--- src/rtl/sar_magnitude_search.sv ---
// Successive-approximation search: drives a trial value into an external magnitude
// comparator and narrows MSB-first until equality or the last bit is resolved.
module sar_magnitude_search #(
  parameter  int unsigned WIDTH = 4,
  localparam int unsigned CNT_W = $clog2(WIDTH + 1)
) (
  input  logic             clk,
  input  logic             rst_n,
  input  logic             start,
  output logic [WIDTH-1:0] trial,
  input  logic             cmp_gt,
  input  logic             cmp_lt,
  input  logic             cmp_eq,
  output logic             busy,
  output logic             done,
  output logic [WIDTH-1:0] result,
  output logic [CNT_W-1:0] steps,
  output logic             err
);

  localparam int unsigned KW = $clog2(WIDTH);

  typedef enum logic [1:0] {
    S_IDLE   = 2'd0,
    S_SEARCH = 2'd1,
    S_DONE   = 2'd2
  } state_t;

  state_t           r_state,  w_state_nxt;
  logic [WIDTH-1:0] r_trial,  w_trial_nxt;
  logic [KW-1:0]    r_k,      w_k_nxt;
  logic [WIDTH-1:0] r_result, w_result_nxt;
  logic [CNT_W-1:0] r_steps,  w_steps_nxt;
  logic             r_err,    w_err_nxt;
  logic             r_busy;
  logic             r_done;
  logic [KW-1:0]    w_k_dec;
  logic             w_onehot;

  assign w_k_dec  = r_k - KW'(1);
  assign w_onehot = ({cmp_gt, cmp_lt, cmp_eq} == 3'b100) ||
                    ({cmp_gt, cmp_lt, cmp_eq} == 3'b010) ||
                    ({cmp_gt, cmp_lt, cmp_eq} == 3'b001);

  // Next-state and datapath update for one compare per SEARCH cycle
  always_comb begin
    w_state_nxt  = r_state;
    w_trial_nxt  = r_trial;
    w_k_nxt      = r_k;
    w_result_nxt = r_result;
    w_steps_nxt  = r_steps;
    w_err_nxt    = r_err;
    case (r_state)
      S_IDLE: begin
        if (start) begin
          w_trial_nxt  = WIDTH'(1) << (WIDTH - 1);
          w_k_nxt      = KW'(WIDTH - 1);
          w_result_nxt = '0;
          w_steps_nxt  = '0;
          w_err_nxt    = 1'b0;
          w_state_nxt  = S_SEARCH;
        end
      end
      S_SEARCH: begin
        w_steps_nxt = r_steps + CNT_W'(1);
        if (!w_onehot) begin
          w_err_nxt    = 1'b1;
          w_result_nxt = '0;
          w_state_nxt  = S_DONE;
        end else if (cmp_eq) begin
          w_result_nxt = r_trial;
          w_state_nxt  = S_DONE;
        end else if (cmp_lt) begin
          if (r_k != '0) begin
            w_trial_nxt[r_k]     = 1'b0;
            w_trial_nxt[w_k_dec] = 1'b1;
            w_k_nxt              = w_k_dec;
          end else begin
            w_result_nxt = {r_trial[WIDTH-1:1], 1'b0};
            w_state_nxt  = S_DONE;
          end
        end else begin
          // Unknown above trial at bit 0 contradicts the range invariant
          if (r_k != '0) begin
            w_trial_nxt[w_k_dec] = 1'b1;
            w_k_nxt              = w_k_dec;
          end else begin
            w_err_nxt    = 1'b1;
            w_result_nxt = '0;
            w_state_nxt  = S_DONE;
          end
        end
      end
      S_DONE:  w_state_nxt = S_IDLE;
      default: w_state_nxt = S_IDLE;
    endcase
  end

  always_ff @(posedge clk or negedge rst_n) begin
    if (!rst_n) begin
      r_state  <= S_IDLE;
      r_trial  <= '0;
      r_k      <= '0;
      r_result <= '0;
      r_steps  <= '0;
      r_err    <= 1'b0;
      r_busy   <= 1'b0;
      r_done   <= 1'b0;
    end else begin
      r_state  <= w_state_nxt;
      r_trial  <= w_trial_nxt;
      r_k      <= w_k_nxt;
      r_result <= w_result_nxt;
      r_steps  <= w_steps_nxt;
      r_err    <= w_err_nxt;
      r_busy   <= (w_state_nxt == S_SEARCH);
      r_done   <= (w_state_nxt == S_DONE);
    end
  end

  assign trial  = r_trial;
  assign busy   = r_busy;
  assign done   = r_done;
  assign result = r_result;
  assign steps  = r_steps;
  assign err    = r_err;

endmodule

--- config.mk ---
export PLATFORM = sky130hd
export DESIGN_NAME = sar_magnitude_search
export DESIGN_NICKNAME = d
export VERILOG_FILES = /design/src/rtl/sar_magnitude_search.sv
export SDC_FILE = /design/constraint.sdc
export NUM_CORES = 1
export LEC_CHECK = 0
export ABC_CLOCK_PERIOD_IN_PS = 2200
export CAP_MARGIN = 25
export CORE_MARGIN = 1
export CORE_UTILIZATION = 45
export DETAILED_ROUTE_END_ITERATION = 7
export PLACE_DENSITY = 0.78
export REMOVE_ABC_BUFFERS = 1
export SLEW_MARGIN = 20
export SYNTH_ARGS = -nofsm -noshare
export SYNTH_HDL_FRONTEND = slang
export SYNTH_SLANG_ARGS = --single-unit
--- constraint.sdc ---
create_clock -name clk -period 2.2 [get_ports clk]
set_input_delay 0.44 -clock clk [delete_from_list [all_inputs] [get_ports clk]]
set_output_delay 0.44 -clock clk [all_outputs]
set_load 0.02 [all_outputs]
==> impl_results.md <==
- Outcome: complete, no violations
- Clock Path Buffers: 2
- Final-layout fill cell count: 157
- DP HPWL: 1410 µm
- Clk sinks: 18
- RR Startpoint: r_k[0]$_DFFE_PN0P_
- Mapped Area: 941 µm²
- Most common flop cell mapped by yosys: dfrtp_1
- Power density over the cells: 977 nW/µm²
- Post-layout nets: 124
- Grt ovf: 0
- Worst-path clk slew: 100 ps
- EDFF count, synth: 0
- Syn avg cell area: 11.5 µm²
- Worst-Skew Late Latency: 300 ps
- WP data required: 2390 ps
- Worst Path Max Fanout: 11
- Setup violators final: 0
- Final GP Congestion: 0.837
- CTS tree: built
- Setup Skew: 1.78 ps
- RSZ-0062 raised after global routing: no
- Reg2reg end: trial[3]$_DFFE_PN0P_
- Largest net degree at the start of global routing: 19
- Die Ht: 47.7 µm
- Post-layout min period: 1930 ps
- Vias post-DR: 694
- Final hold vios: 0
- Gate Count Post-Synth: 82
- Register bit total from synthesis: 18
- Worst reg2reg setup slack: 270 ps
- Yosys warns: 0
- Tcrit/Tclk final: 0.879
- GRT Total Usage: 0.185
- P_leak: 0.578 nW
- Post-synth ARST share: 1.00
- Antenna cell count: 0
- DRC: 0
- Reg2Reg Depth: 5
- Vias per cell: 5.10
- Final instance area: 1230 µm²
- Die width: 47.7 µm
- DR WL/cell: 14.0 µm
- Critical Path AT: 2130 ps
- Hold_buf cts: 0
- CP endpoint kind: register
- Router iterations before antenna repair: 3
- Placed Cells: 133
- Ratio of cells with drive above 1 in the final layout: 0.183
- Area Overhead vs Synth: 31.0%
- Worst VDD drop: 0.542 mV
- Fin util: 0.628
- Die Area: 2280 µm²
- Worst Tran Pin Value: 606 ps
- Max-slew violation count: 0
- MaxCap Viol Count: 0
- Fin cells: 136
- H-tree levels: 1
- Startpoint Class: register
- Rel. slew slack: 0.595
- Type of the worst setup path: reg -> reg
- Power, Total: 1.20 mW
- Last element of the critical path: trial[3]$_DFFE_PN0P_
- Max Fclk: 517 MHz
- I/O pin total: 20
- Setup TNS: 0 ps
- Post-DP Area: 1200 µm²
- Core Footprint: 1960 µm²
- Synth cell types: 29
- Initial cell density of the core: 0.480
- Routed wire length: 1900 µm
- Worst setup startpoint: r_k[0]$_DFFE_PN0P_
- Cts bufs inserted: 3
- Post-CTS Setup Inserts: 0
- Vias in the first global route: 620
- Port bufs: 19
- Initial antenna violation count: 0
- Type of the worst min-delay path: in -> async
- First-pass GRT wire length: 2820 µm
- Initial drt markers: 9
- Std-Cell Rows: 16
- Root buffer cell: clkbuf_4
- Post-DRT Antenna Nets: 0
- # resized after CTS: 0
- Register area share after synthesis: 0.479
routing by layer:
layer,GRT usage,vias up,routed length [µm]
met5,0,-,0
met2,0.292,19,890
met1,0.236,328,851
met4,0.100,0,76
li1,-,339,-
met3,0.0415,8,80
worst max-delay path, cell delays in order (launching register included):
cell and delay, ps:
dfrtp_1 450, inv_1 110, ha_1 280, o41ai_4 640, nand3_1 150, a22o_1 210
layout by cell type, fill, tap and decap left out, drive strengths merged, types with 3 or more instances in the layout:
| cell type | count |
|---|---|
| mux2 | 4 |
| nand2 | 3 |
| o21ai | 9 |
| dfrtp | 18 |
| buf | 7 |
| nor2 | 7 |
| nand2b | 3 |
| a22o | 3 |
| ha | 7 |
| clkdlybuf4s50 | 19 |
| inv | 5 |
| clkbuf | 3 |
| a21oi | 5 |
how the worst min path moves through the flow:
stage                                 to
detailed placement       err$_DFFE_PN0P_
global route        trial[3]$_DFFE_PN0P_
floorplan                 busy$_DFF_PN0_
global placement         err$_DFFE_PN0P_
CTS                 steps[1]$_DFFE_PN0P_
finish              steps[1]$_DFFE_PN0P_
state kept, by name (all words and copies together) (netlist names):
signal   flops
busy         1
done         1
err          1
r_k          2
r_state      2
result       4
steps        3
trial        4
area by class of cell:
class	count	area, µm²	share of cell area
Clock buffer	3	22.5	0.0183
Inverter	5	18.8	0.0152
Multi-Input combinational cell	57	464	0.377
Sequential cell	18	450	0.365
Tap cell	27	33.8	0.0274
Timing Repair Buffer	26	243	0.197
through the flow:
step                worst slack (ps)  hold slack, ps
global route                     177             490
floorplan                        330             144
detailed placement              -109             476
finish                           266             468
CTS                             45.6             470
global placement               -30.1             479
synthesized netlist by cell type, types with 2 or more instances:
| cell type | instances | area share |
|---|---|---|
| dfrtp_1 | 18 | 0.48 |
| o21ai_0 | 9 | 0.048 |
| ha_1 | 7 | 0.093 |
| nor2_1 | 6 | 0.024 |
| a21oi_1 | 5 | 0.027 |
| inv_1 | 5 | 0.020 |
| a22o_1 | 3 | 0.028 |
| mux2_4 | 3 | 0.048 |
| nand2_1 | 3 | 0.012 |
| and3_1 | 2 | 0.013 |
| nand2b_1 | 2 | 0.013 |
| nand3_1 | 2 | 0.011 |
power breakdown:
part,total [mW],leakage (nW),internal [mW],switching (mW)
logic,0.542,0.335,0.261,0.281
registers,0.496,0.229,0.418,0.0783
clock network,0.167,0.0138,0.0639,0.103
total,1.20,0.578,0.742,0.462
kinds of logic after synthesis:
group,Yosys count,share of synthesized area
AO/OA/AOI/OAI,20,0.141
XOR/XNOR,2,0.0266
adder cells (fa/ha/maj),7,0.0931
buffers and inverters,7,0.0399
flip-flops,18,0.479
multiplexers,4,0.0598
AND/OR/NAND/NOR,24,0.161
Note: power is estimated with default switching activity, not from simulation.
